$ cat src/rtl/nabp_mapper_pkg.sv
// Shared types and default widths for the NABP mapper sequencer.
package nabp_mapper_pkg;

  // Default field widths of the mapper datapath.
  localparam int unsigned KSLength       = 10;
  localparam int unsigned KAngleLength   = 8;
  localparam int unsigned KPeWidthLength = 5;

  // Sequencer states.
  typedef enum logic [1:0] {
    StIdle  = 2'd0,
    StIssue = 2'd1,
    StDrain = 2'd2,
    StDone  = 2'd3
  } state_e;

endpackage

$ cat src/rtl/nabp_mapper_skid_fifo.sv
// Small circular FIFO that absorbs LUT results while the line buffer stalls.
module nabp_mapper_skid_fifo #(
  parameter int unsigned Width = 8,
  parameter int unsigned Depth = 3
) (
  input  logic                       clk,
  input  logic                       reset,
  input  logic                       push,
  input  logic [Width-1:0]           wdata,
  input  logic                       pop,
  output logic [Width-1:0]           rdata,
  output logic                       empty,
  output logic [$clog2(Depth+1)-1:0] count
);

  localparam int unsigned PtrW = (Depth > 1) ? $clog2(Depth) : 1;
  localparam int unsigned CntW = $clog2(Depth + 1);

  logic [Width-1:0] mem_q [Depth];
  logic [PtrW-1:0]  rd_q, wr_q;
  logic [CntW-1:0]  cnt_q;

  // Pointer increment with wrap at a possibly non-power-of-two depth.
  function automatic logic [PtrW-1:0] ptr_inc(input logic [PtrW-1:0] p);
    return (p == PtrW'(Depth - 1)) ? '0 : p + PtrW'(1);
  endfunction

  // Storage; contents need no reset because cnt_q gates visibility.
  always_ff @(posedge clk) begin
    if (push) mem_q[wr_q] <= wdata;
  end

  // Read/write pointers and occupancy count.
  always_ff @(posedge clk) begin
    if (reset) begin
      rd_q  <= '0;
      wr_q  <= '0;
      cnt_q <= '0;
    end else begin
      if (push) wr_q <= ptr_inc(wr_q);
      if (pop)  rd_q <= ptr_inc(rd_q);
      case ({push, pop})
        2'b10:   cnt_q <= cnt_q + CntW'(1);
        2'b01:   cnt_q <= cnt_q - CntW'(1);
        default: cnt_q <= cnt_q;
      endcase
    end
  end

  assign rdata = mem_q[rd_q];
  assign empty = (cnt_q == '0);
  assign count = cnt_q;

  // Upstream credit accounting must never let a push land on a full FIFO.
  assert property (@(posedge clk) disable iff (reset)
    !(push && !pop && (cnt_q == CntW'(Depth))));

endmodule

$ cat src/rtl/nabp_mapper_seq.sv
// Sequencer for the NABP mapper LUT: sweeps angle/line addresses, tracks LUT latency with a
// tag pipeline and streams mapped S values to the line buffer through a credit-limited FIFO.
module nabp_mapper_seq
  import nabp_mapper_pkg::*;
#(
  parameter int unsigned LINE_LEN    = KPeWidthLength,
  parameter int unsigned ANGLE_LEN   = KAngleLength,
  parameter int unsigned S_LEN       = KSLength,
  parameter int unsigned NUM_LINES   = 32,
  parameter int unsigned ANGLE_STEP  = 1,
  parameter int unsigned ANGLE_LIMIT = 180,
  parameter int unsigned LUT_LAT     = 2,
  parameter int unsigned SKID_DEPTH  = 3
) (
  input  logic                 clk,
  input  logic                 reset,
  input  logic                 start,
  output logic                 busy,
  output logic                 done,
  output logic [LINE_LEN-1:0]  mp_line_cnt,
  output logic [ANGLE_LEN-1:0] mp_angle,
  input  logic [S_LEN-1:0]     mp_s_val,
  output logic                 lb_valid,
  input  logic                 lb_ready,
  output logic [S_LEN-1:0]     lb_s_val,
  output logic [LINE_LEN-1:0]  lb_line_cnt,
  output logic [ANGLE_LEN-1:0] lb_angle,
  output logic                 lb_last_line,
  output logic                 lb_last_angle
);

  localparam int unsigned TagW = LINE_LEN + ANGLE_LEN + 2;
  localparam int unsigned EntW = S_LEN + TagW;
  localparam int unsigned CntW = $clog2(SKID_DEPTH + 1);
  localparam int unsigned OccW = $clog2(SKID_DEPTH + LUT_LAT + 1) + 1;

  state_e               state_q;
  logic [LINE_LEN-1:0]  line_q;
  logic [ANGLE_LEN-1:0] angle_q;
  logic [LUT_LAT-1:0]   tag_vld_q;
  logic [TagW-1:0]      tag_q [LUT_LAT];

  logic            issue;
  logic            is_last_line;
  logic            is_last_angle;
  logic            pop;
  logic            fifo_empty;
  logic            drain_done;
  logic [CntW-1:0] fifo_count;
  logic [OccW-1:0] inflight;
  logic [OccW-1:0] occupancy;
  logic [EntW-1:0] fifo_rdata;

  assign is_last_line  = (line_q == LINE_LEN'(NUM_LINES - 1));
  // Widened by one bit so the final angle is detected even if angle+step would wrap.
  assign is_last_angle = (({1'b0, angle_q} + (ANGLE_LEN+1)'(ANGLE_STEP))
                          >= (ANGLE_LEN+1)'(ANGLE_LIMIT));

  // Count lookups still travelling through the LUT.
  always_comb begin
    inflight = '0;
    for (int i = 0; i < LUT_LAT; i++) begin
      inflight = inflight + OccW'(tag_vld_q[i]);
    end
  end

  assign pop = lb_valid & lb_ready;
  // A pop this cycle frees a slot, so it is credited before deciding to issue.
  assign occupancy  = inflight + OccW'(fifo_count) - OccW'(pop);
  assign issue      = (state_q == StIssue) && (occupancy < OccW'(SKID_DEPTH));
  // Sweep finishes once nothing is in flight and the final beat leaves the FIFO this cycle.
  assign drain_done = (inflight == '0) &&
                      ((fifo_count == '0) || ((fifo_count == CntW'(1)) && pop));

  // Sequencer FSM and LUT address counters.
  always_ff @(posedge clk) begin
    if (reset) begin
      state_q <= StIdle;
      line_q  <= '0;
      angle_q <= '0;
    end else begin
      case (state_q)
        StIdle: begin
          if (start) begin
            state_q <= StIssue;
            line_q  <= '0;
            angle_q <= '0;
          end
        end
        StIssue: begin
          if (issue) begin
            if (is_last_line) begin
              line_q  <= '0;
              angle_q <= angle_q + ANGLE_LEN'(ANGLE_STEP);
              if (is_last_angle) state_q <= StDrain;
            end else begin
              line_q <= line_q + LINE_LEN'(1);
            end
          end
        end
        StDrain: begin
          if (drain_done) state_q <= StDone;
        end
        StDone:  state_q <= StIdle;
        default: state_q <= StIdle;
      endcase
    end
  end

  // Tag shift register matching the LUT address-to-data latency.
  always_ff @(posedge clk) begin
    if (reset) begin
      tag_vld_q <= '0;
      for (int i = 0; i < LUT_LAT; i++) tag_q[i] <= '0;
    end else begin
      tag_vld_q[0] <= issue;
      tag_q[0]     <= {line_q, angle_q, is_last_line, is_last_angle};
      for (int i = 1; i < LUT_LAT; i++) begin
        tag_vld_q[i] <= tag_vld_q[i-1];
        tag_q[i]     <= tag_q[i-1];
      end
    end
  end

  nabp_mapper_skid_fifo #(
    .Width(EntW),
    .Depth(SKID_DEPTH)
  ) u_fifo (
    .clk  (clk),
    .reset(reset),
    .push (tag_vld_q[LUT_LAT-1]),
    .wdata({mp_s_val, tag_q[LUT_LAT-1]}),
    .pop  (pop),
    .rdata(fifo_rdata),
    .empty(fifo_empty),
    .count(fifo_count)
  );

  assign {lb_s_val, lb_line_cnt, lb_angle, lb_last_line, lb_last_angle} = fifo_rdata;
  assign lb_valid    = !fifo_empty;
  assign busy        = (state_q == StIssue) || (state_q == StDrain);
  assign done        = (state_q == StDone);
  assign mp_line_cnt = line_q;
  assign mp_angle    = angle_q;

  assert property (@(posedge clk) disable iff (reset)
    (inflight + OccW'(fifo_count)) <= OccW'(SKID_DEPTH));

endmodule

$ cat config.mk
export PLATFORM = sky130hd
export DESIGN_NAME = nabp_mapper_seq
export DESIGN_NICKNAME = d
export VERILOG_FILES = /design/src/rtl/nabp_mapper_pkg.sv /design/src/rtl/nabp_mapper_skid_fifo.sv /design/src/rtl/nabp_mapper_seq.sv
export SDC_FILE = /design/constraint.sdc
export NUM_CORES = 1
export LEC_CHECK = 0
export CAP_MARGIN = 5
export CORE_ASPECT_RATIO = 1.2
export CORE_MARGIN = 4
export CORE_UTILIZATION = 46
export DETAILED_ROUTE_END_ITERATION = 8
export PLACE_DENSITY = 0.63
export SLEW_MARGIN = 25
export SYNTH_ARGS = -nofsm -noshare
export SYNTH_HDL_FRONTEND = slang
export SYNTH_SLANG_ARGS = --single-unit
$ cat constraint.sdc
create_clock -name clk -period 3.8 [get_ports clk]
set_clock_uncertainty 0.15 [all_clocks]
set_input_delay 0.38 -clock clk [delete_from_list [all_inputs] [get_ports clk]]
set_output_delay 0.38 -clock clk [all_outputs]
set_load 0.05 [all_outputs]
==> run metrics, run 1 <==
status finished clean; syn_area_per_cell 12.6 um^2; largest fanout on the critical path 6; Rows 41; largest net degree at the start of global routing 51; Area Growth Syn to Fin 25.0%; post_cts resized 0; critical path arrival 3.41 ns; VDD IR max 0.322 mV; Clock Path Buffers 2; max_slew headroom 0.576; Power Density 682 nW/um^2; cell area after synthesis 5070 um^2; core area 10700 um^2; vias per cell 5.05; I/O Pins 55; critical path startpoint u_fifo.count[0]; final hold slack 0.280 ns; WL per Instance 14.8 um; crit path launch type flip-flop; Pre-antenna DRT Iters 4; CTS Hold Bufs 0; layout cell share with drive strength beyond 1 0.0917; initial antenna violation count 0; Nets 497; max-cap viol count 0; fin. max-slew vios 0; CTS Sinks 130; Tcrit/Tclk final 0.856; WP data required 3.96 ns; dpl hpwl 5820 um; ant diodes 0; Static Leak 2.24 nW; Syn Inst Count 401; flops & latches, synth 130; placed insts 577; commonest non-fill, non-tap cell in the layout edfxtp_1; vias in the first global route 3169; CTS tree yes; die width 104 um; CTS Root Cell clkbuf_16; Post-CTS Setup Repair Bufs 0; placer congestion estimate 0.812; fmax 0.307 GHz; number of H-tree levels 4; first-pass GRT wire length 15200 um; drt first-iter violations 120; RSZ-0062 raised after global routing false; Distinct cells, synth 40; initial core utilization 0.475; Ys Warns 0; total CTS buffers 17; Setup CP Type flip-flop to flip-flop; DR DRC count 0; clock-pin slew on the worst setup and hold paths 0.06 ns; latest clock arrival within the worst-skew pair 0.40 ns; crit end category flip-flop; utilization after layout 0.594; grt total ovfl 0; # setup viols final 0; Worst Tran Pin Value 0.635 ns; Period minus WS final 3.25 ns; GRT Total Usage 0.154; I/O Buffers 54; most frequent cells in the layout edfxtp_1 (75), dfxtp_1 (55), clkdlybuf4s50_1 (54); Die Area 12800 um^2; Die Height 123 um; vias 3074; setup TNS 0 ns; final hold violation count 0; Post-Syn Nets 431; sequential element share of the synthesized area 0.661; Hold Path Class flip-flop to flip-flop; Reg2Reg Launch Point u_fifo.count[0]; Final ANT Viol Nets 0; non-filler cells, final 609; routed wire length 8990 um; min-delay src tag_q[0][10]
critical path: stages (launching register included):
cell	delay [ns]
dfxtp_1	0.39
inv_1	0.08
ha_1	0.21
inv_1	0.07
nand2_1	0.11
inv_1	0.11
nand2_1	0.10
nand2_1	0.08
ha_1	0.19
inv_1	0.06
fa_1	0.44
a211oi_1	0.37
o41ai_2	0.14
a21oi_1	0.41
o21ai_0	0.16
o31ai_1	0.09
cell families after synthesis:
kind of cell	share of synthesized area
flops	0.661
mux	0.0605
compound gates	0.0743
fa+ha+maj	0.0410
buf+inv	0.0220
simple gates	0.127
xor+xnor	0.0138
path summary, 6_finish.rpt:
path / endpoint / slack, ns / depth (start not counted)
max: mp_angle[5] / 0.55 / 15
min: tag_q[0][25] / 0.28 / 1
min reg2reg: tag_q[0][25] / 0.28 / 1
max reg2reg: mp_angle[5] / 0.55 / 15
per-stage QoR:
| step | total power [W] | cell area, um^2 | setup slack, ns |
|---|---|---|---|
| global route | 0.00455 | 6340 | 0.205 |
| global placement | 0.00285 | 5780 | 0.538 |
| CTS | 0.00438 | 6340 | 0.564 |
| floorplan | 0.00252 | 5070 | 0.534 |
| detailed placement | 0.00286 | 5780 | 0.464 |
| finish | 0.00432 | 6340 | 0.546 |
cell usage after synthesis, drive strengths merged:
cell type  number  area, um^2
and3            5        31.3
nor2           23        86.3
o41ai           2        25.0
nand4           1        12.5
ha             15         188
dfxtp          55        1100
nand2          41         154
buf             4        17.5
or3             1        6.26
inv            16        60.1
nand3           6        30.0
o22a            1        8.76
xnor2           1        8.76
a21o            4        31.3
fa              1        20.0
mux2            2        26.3
xor2            7        61.3
o21bai          1        7.51
clkbuf          9        33.8
and4            3        31.3
nor2b          31         194
nand2b          6        37.5
o31ai           3        22.5
o21ai          37         185
edfxtp         75        2250
a211oi          2        15.0
nor3b           3        22.5
nand4b          1        8.76
a311o           1        10.0
o221ai          1        15.0
a211o           1        8.76
mux2i          28         280
nor3            6        30.0
a21oi           7        35.0
o211ai          1        12.5
report_power, final:
| part | total [W] | leakage [nW] | internal (W) | switching [W] |
|---|---|---|---|---|
| Clock | 0.00149 | 0.279 | 0.000978 | 0.000517 |
| Combinational | 0.00122 | 0.846 | 0.000434 | 0.000791 |
| Sequential | 0.00160 | 1.11 | 0.00156 | 0.0000431 |
| Total | 0.00432 | 2.24 | 0.00297 | 0.00135 |
layout make-up:
type	instances	area (um^2)
Clock inverter	6	52.6
Fill cell	867	4330
Multi-Input combinational cell	242	1620
Timing Repair Buffer	60	586
Tap cell	129	161
Inverter	16	60.1
Sequential cell	130	3350
Clock buffer	26	509
metal layers:
layer | vias up | routed length (um) | track usage
met5 | - | 0 | 0
met4 | 0 | 165 | 0.0732
met3 | 15 | 414 | 0.0512
met2 | 86 | 4470 | 0.261
met1 | 1417 | 3940 | 0.177
li1 | 1556 | - | -
flip-flops by register name, indices dropped and copies added, names as in the netlist, named ones only:
register	flops
u_fifo.count	2
state_q	2
u_fifo.wr_q	2
mp_angle	8
mp_line_cnt	5
tag_vld_q	2
tag_q	30
u_fifo.mem_q	75
u_fifo.rd_q	2
Power figures use the tool's default switching activity.
==> run 2, diff against run 1 <==
--- a/config.mk
+++ b/config.mk
@@ -8,6 +8,7 @@
 export CAP_MARGIN = 5
 export CORE_ASPECT_RATIO = 1.2
-export CORE_MARGIN = 4
+export CORE_MARGIN = 3
 export CORE_UTILIZATION = 46
+export CTS_CLUSTER_DIAMETER = 40
 export DETAILED_ROUTE_END_ITERATION = 8
 export PLACE_DENSITY = 0.63
==> constraint.sdc (replaced) <==
create_clock -name clk -period 3.8 [get_ports clk]
set_clock_uncertainty 0.15 [all_clocks]
set_input_delay 0.76 -clock clk [delete_from_list [all_inputs] [get_ports clk]]
set_output_delay 0.76 -clock clk [all_outputs]
set_load 0.05 [all_outputs]
==> run 2 against run 1 <==
Critical path depth shrank 12. Register-to-register slack better by 0.08 ns. Sequential power barely moved. Power down 0.46%. Maximum frequency down 3.0%. Flip-flop and latch count is the same.
==> run metrics, run 2 (synthesis results as in run 1) <==
WP data required 2.89 ns (was 3.96 ns); CP Cell Sequence mux2i_1, o21ai_0, clkdlybuf4s50_1 (was inv_1, ha_1, inv_1, nand2_1, inv_1, nand2_1, nand2_1, ha_1, inv_1, fa_1, a211oi_1, o41ai_2, a21oi_1, o21ai_0, o31ai_1); final instance area 6300 um^2 (was 6340 um^2); Die Area 12300 um^2 (was 12800 um^2); RSZ-0062 raised after global routing false (unchanged); status finished clean (unchanged); DR DRC count 0 (unchanged); Area Growth Syn to Fin 24.3% (was 25.0%); Nets 499 (was 497); die width 102 um (was 104 um); max reg flops 75 (unchanged); Top reg by flops u_fifo.mem_q (unchanged); VDD IR max 0.357 mV (was 0.322 mV); placer congestion estimate 0.812 (about the same); CTS Root Cell clkbuf_16 (unchanged); fmax 0.298 GHz (was 0.307 GHz); R2R Setup Slk 0.63 ns (was 0.55 ns); Hold EP tag_q[0][22] (was tag_q[0][25]); final hold violation count 0 (unchanged); CTS tree yes (unchanged); Power Density 683 nW/um^2 (was 682 nW/um^2); ant diodes 0 (unchanged); critical path arrival 2.45 ns (was 3.41 ns); # setup viols final 0 (unchanged); crit-path leading delay family buffers and inverters (was compound AO/OA/AOI/OAI gates); final hold slack 0.285 ns (was 0.280 ns); crit path launch type flip-flop (unchanged); Rows 41 (unchanged); Hold Path Class flip-flop to flip-flop (unchanged); GRT Total Usage 0.152 (was 0.154); CTS Sinks 130 (unchanged); crit end category output pin (was flip-flop); routed wire length 8640 um (was 8990 um); CTS Hold Bufs 0 (unchanged); initial antenna violation count 0 (unchanged); Period minus WS final 3.36 ns (was 3.25 ns); Post-CTS Setup Repair Bufs 0 (unchanged); setup TNS 0 ns (unchanged); Filler cells 859 (was 867); largest net degree at the start of global routing 47 (was 51); multi-input logic area 1620 um^2 (unchanged); Worst path max stage delay 0.84 ns (was 0.44 ns); Pre-antenna DRT Iters 4 (unchanged); vias in the first global route 3030 (was 3169); min-delay src tag_q[0][7] (was tag_q[0][10]); dpl hpwl 5620 um (was 5820 um); Reg2Reg Launch Point u_fifo.count[0] (unchanged); Clock Path Buffers 2 (unchanged); slowest CP cell clkdlybuf4s50_1 (was fa_1); R2R cell count 15 (unchanged); fin. max-slew vios 0 (unchanged); Min-Delay Path Depth 1 (unchanged); I/O Buffers 54 (unchanged); initial core utilization 0.477 (was 0.475); largest fanout on the critical path 13 (was 6); vias 3087 (was 3074); first-pass GRT wire length 14200 um (was 15200 um); commonest non-fill, non-tap cell in the layout edfxtp_1 (unchanged); max_slew headroom 0.468 (was 0.576); most frequent cells in the layout edfxtp_1 (75), dfxtp_1 (55), nand2_1 (41) (was edfxtp_1 (75), dfxtp_1 (55), clkdlybuf4s50_1 (54)); core area 10600 um^2 (was 10700 um^2); Static Leak 2.25 nW (was 2.24 nW); Worst Tran Pin Value 0.797 ns (was 0.635 ns); WL per Instance 14.1 um (was 14.8 um); CP Buf/Inv Count 1 (was 4); dpl cell area 5750 um^2 (was 5780 um^2); layout cell share with drive strength beyond 1 0.120 (was 0.0917); vias per cell 5.05 (about the same); clock-pin slew on the worst setup and hold paths 0.05 ns (was 0.06 ns); max-cap viol count 0 (unchanged); grt total ovfl 0 (unchanged); latest clock arrival within the worst-skew pair 0.40 ns (about the same); Die Height 121 um (was 123 um); drt first-iter violations 159 (was 120); total CTS buffers 17 (unchanged); number of H-tree levels 4 (unchanged); Setup CP Type flip-flop to output pin (was flip-flop to flip-flop); FF-to-FF End mp_angle[2] (was mp_angle[5]); Tcrit/Tclk final 0.883 (was 0.856); Final ANT Viol Nets 0 (unchanged); I/O Pins 55 (unchanged); post_cts resized 0 (unchanged); Sequential cell area 3350 um^2 (unchanged)
==> run 2: through the flow <==
stage	cells	total power, W	setup slack (ns)	utilization
finish	611	0.00430	0.444	0.593
global route	611	0.00453	0.211	0.593
CTS	611	0.00435	0.387	0.593
detailed placement	579	0.00285	0.0816	0.542
global placement	579	0.00284	0.161	0.542
floorplan	401	0.00252	0.534	-
==> run 2: where the power goes <==
part,total (W),internal [W],switching [W]
registers,0.00163,0.00156,0.0000656
clock network,0.00149,0.000974,0.000517
logic,0.00119,0.000424,0.000762
total,0.00430,0.00296,0.00134
==> run 2: worst max path at each step <==
stage	cells past startpoint	end	from	slack (ns)
6_report	3	lb_s_val[7]	flip-flop	0.44
3_3_place_gp	13	mp_angle[4]	lb_ready	0.16
2_1_floorplan	14	mp_line_cnt[1]	u_fifo.count[0]	0.53
3_5_place_dp	13	mp_angle[2]	lb_ready	0.08
5_1_grt	13	mp_angle[4]	lb_ready	0.21
4_1_cts	3	lb_s_val[7]	flip-flop	0.39
==> run 2: routing by layer <==
metal / track usage / vias to the layer above / wire length (um)
met4: 0.0574 / 0 / 98
li1: - / 1563 / -
met3: 0.0575 / 6 / 399
met2: 0.247 / 68 / 4250
met5: 0 / - / 0
met1: 0.181 / 1450 / 3900
==> run 2: cell type report <==
| type | count | area share |
|---|---|---|
| clock inverters | 7 | 0.0131 |
| clock buffers | 25 | 0.0739 |
| flip-flops and latches | 130 | 0.532 |
| multi-input cells | 242 | 0.256 |
| inverters | 16 | 0.00953 |
| well taps | 129 | 0.0256 |
| repair buffers | 62 | 0.0894 |
==> run 3, diff against run 2 <==
Settings changed: CORE_UTILIZATION 46 to 50, PLACE_DENSITY 0.63 to 0.68.
==> run 3 against run 2 <==
Combinational power hardly changed. Critical path type is now input pin to flip-flop. Setup slack worse by 0.030 ns. Die area fell by 7.6%. Routed wire length about the same. Highest routed layer unchanged. Non-clock buffer count unchanged.
==> run metrics, run 3 (synthesis results as in run 1) <==
vias 3121 (was 3087); CTS Root Cell clkbuf_16 (unchanged); sequential share of power 0.383 (was 0.378); Tcrit/Tclk final 0.891 (was 0.883); crit end category flip-flop (was output pin); CTS Hold Bufs 0 (unchanged); dpl hpwl 5590 um (was 5620 um); CP most frequent cell nand2_1; GRT Total Usage 0.163 (was 0.152); Area Growth Syn to Fin 23.6% (was 24.3%); status finished clean (unchanged); total CTS buffers 17 (unchanged); drt first-iter violations 190 (was 159); R2R cell count 15 (unchanged); largest net degree at the start of global routing 47 (unchanged); Post-CTS Setup Repair Bufs 0 (unchanged); Worst Tran Pin Value 0.863 ns (was 0.797 ns); utilization after layout 0.646 (was 0.593); commonest non-fill, non-tap cell in the layout edfxtp_1 (unchanged); Final ANT Viol Nets 0 (unchanged); first-pass GRT wire length 14200 um (about the same); VDD IR max 0.357 mV (about the same); Pre-antenna DRT Iters 5 (was 4); Die Height 116 um (was 121 um); DR DRC count 0 (unchanged); core area 9710 um^2 (was 10600 um^2); Top reg by flops u_fifo.mem_q (unchanged); Min-Delay Path Depth 1 (unchanged); CTS tree yes (unchanged); crit path launch type input pin (was flip-flop); I/O Pins 55 (unchanged); RSZ-0062 raised after global routing false (unchanged); ant diodes 0 (unchanged); Hold Path Class flip-flop to flip-flop (unchanged); initial antenna violation count 0 (unchanged); clock group share of total power 0.336 (was 0.346); latest clock arrival within the worst-skew pair 0.40 ns (about the same); WP data required 3.93 ns (was 2.89 ns); Pint 0.00289 W (was 0.00296 W); critical path arrival 3.51 ns (was 2.45 ns); Nets 499 (unchanged); vias in the first global route 3048 (was 3030); Die Area 11400 um^2 (was 12300 um^2); routed wire length 8640 um (about the same); Worst path max stage delay 0.48 ns (was 0.84 ns); number of H-tree levels 4 (unchanged); Setup CP Type input pin to flip-flop (was flip-flop to output pin); die width 97.9 um (was 102 um); grt total ovfl 0 (unchanged); setup TNS 0 ns (unchanged); initial core utilization 0.522 (was 0.477); CP Cell Sequence clkdlybuf4s50_1, nand2_1, inv_1, nand2_1, nand2_1, ha_1, inv_1, fa_1, xnor2_1, o41ai_2, a21oi_1, o21ai_0, o21ai_0 (was mux2i_1, o21ai_0, clkdlybuf4s50_1); Rows 39 (was 41); Period minus WS final 3.39 ns (was 3.36 ns); Clock Path Buffers 2 (unchanged); Static Leak 2.25 nW (about the same); WL per Instance 14.3 um (was 14.1 um); max_slew headroom 0.424 (was 0.468); sw frac 0.319 (was 0.313); layout cell share with drive strength beyond 1 0.127 (was 0.120); Net Sw Power 0.00135 W (was 0.00134 W); slowest CP cell clkdlybuf4s50_1 (unchanged); max-cap viol count 0 (unchanged); Power Total 0.00424 W (was 0.00430 W); final hold violation count 0 (unchanged); Filler cells 740 (was 859); cell depth of the worst setup path 13 (was 3); largest fanout on the critical path 6 (was 13); Gate power share 0.280 (was 0.276); vias per cell 5.16 (was 5.05); crit-path leading delay family compound AO/OA/AOI/OAI gates (was buffers and inverters); # setup viols final 0 (unchanged); fmax 0.295 GHz (was 0.298 GHz); Power Density 676 nW/um^2 (was 683 nW/um^2); I/O Buffers 54 (unchanged); clock-pin slew on the worst setup and hold paths 0.05 ns (about the same); CP Buf/Inv Count 3 (was 1); max reg flops 75 (unchanged); fin. max-slew vios 0 (unchanged); placer congestion estimate 0.861 (was 0.812); post_cts resized 0 (unchanged); most frequent cells in the layout edfxtp_1 (75), dfxtp_1 (55), nand2_1 (41) (unchanged); CTS Sinks 130 (unchanged)
[run 3: cell count changes in the layout (fill, tap and decap cells not counted), sizes merged]
cell | previous run | this run
clkinv | 5 | 6
clkdlybuf4s50 | 39 | 38
buf | 23 | 24
bufinv | 2 | 1
[run 3: worst paths after layout]
check | startpoint | end | slack (ns)
setup reg to reg | u_fifo.count[0] | mp_angle[2] | 0.53
setup / recovery | lb_ready | mp_angle[2] | 0.41
hold reg to reg | tag_q[0][4] | tag_q[0][19] | 0.28
hold / removal | tag_q[0][4] | tag_q[0][19] | 0.28
[run 3: area by class of cell]
cell class              instances  area, um^2  area share
clock buffers                  25         465      0.0743
flip-flops and latches        130        3350       0.535
well taps                     123         154      0.0246
inverters                      16        60.1     0.00958
clock inverters                 7        60.1     0.00958
repair buffers                 62         561      0.0894
multi-input cells             242        1620       0.258
[run 3: metrics by stage]
stage | hold WS (ns) | cells | cell area [um^2] | setup WS, ns
after floorplan | 0.264 | 401 | 5070 | 0.534
after global placement | 0.270 | 573 | 5740 | 0.165
after detailed placement | 0.270 | 573 | 5740 | 0.0795
after CTS | 0.282 | 605 | 6270 | 0.424
after global routing | 0.308 | 605 | 6270 | 0.222
final | 0.283 | 605 | 6270 | 0.414
[run 3: layer usage]
| layer | GRT usage | vias to the layer above | routed length, um |
|---|---|---|---|
| li1 | - | 1557 | - |
| met3 | 0.0508 | 11 | 391 |
| met2 | 0.279 | 83 | 4370 |
| met1 | 0.187 | 1470 | 3750 |
| met5 | 0 | - | 0 |
| met4 | 0.0757 | 0 | 129 |
[run 3: worst register-to-register path, stage by stage, from the launching register on]
cell and delay [ns]:
dfxtp_1 0.38, inv_1 0.08, ha_1 0.21, inv_1 0.07, nand2_1 0.11, inv_1 0.11, nand2_1 0.09, nand2_1 0.08
ha_1 0.19, inv_1 0.06, fa_1 0.45, xnor2_1 0.20, o41ai_2 0.40, a21oi_1 0.23, o21ai_0 0.23, o21ai_0 0.11
[run 3: power by group through the flow]
stage / sequential (W) / clock [W] / combinational (W)
finish: 0.00163 / 0.00143 / 0.00119
global route: 0.00163 / 0.00151 / 0.00129
CTS: 0.00163 / 0.00145 / 0.00120
detailed placement: 0.00165 / 0 / 0.00120
global placement: 0.00165 / 0 / 0.00118
floorplan: 0.00164 / 0 / 0.000878
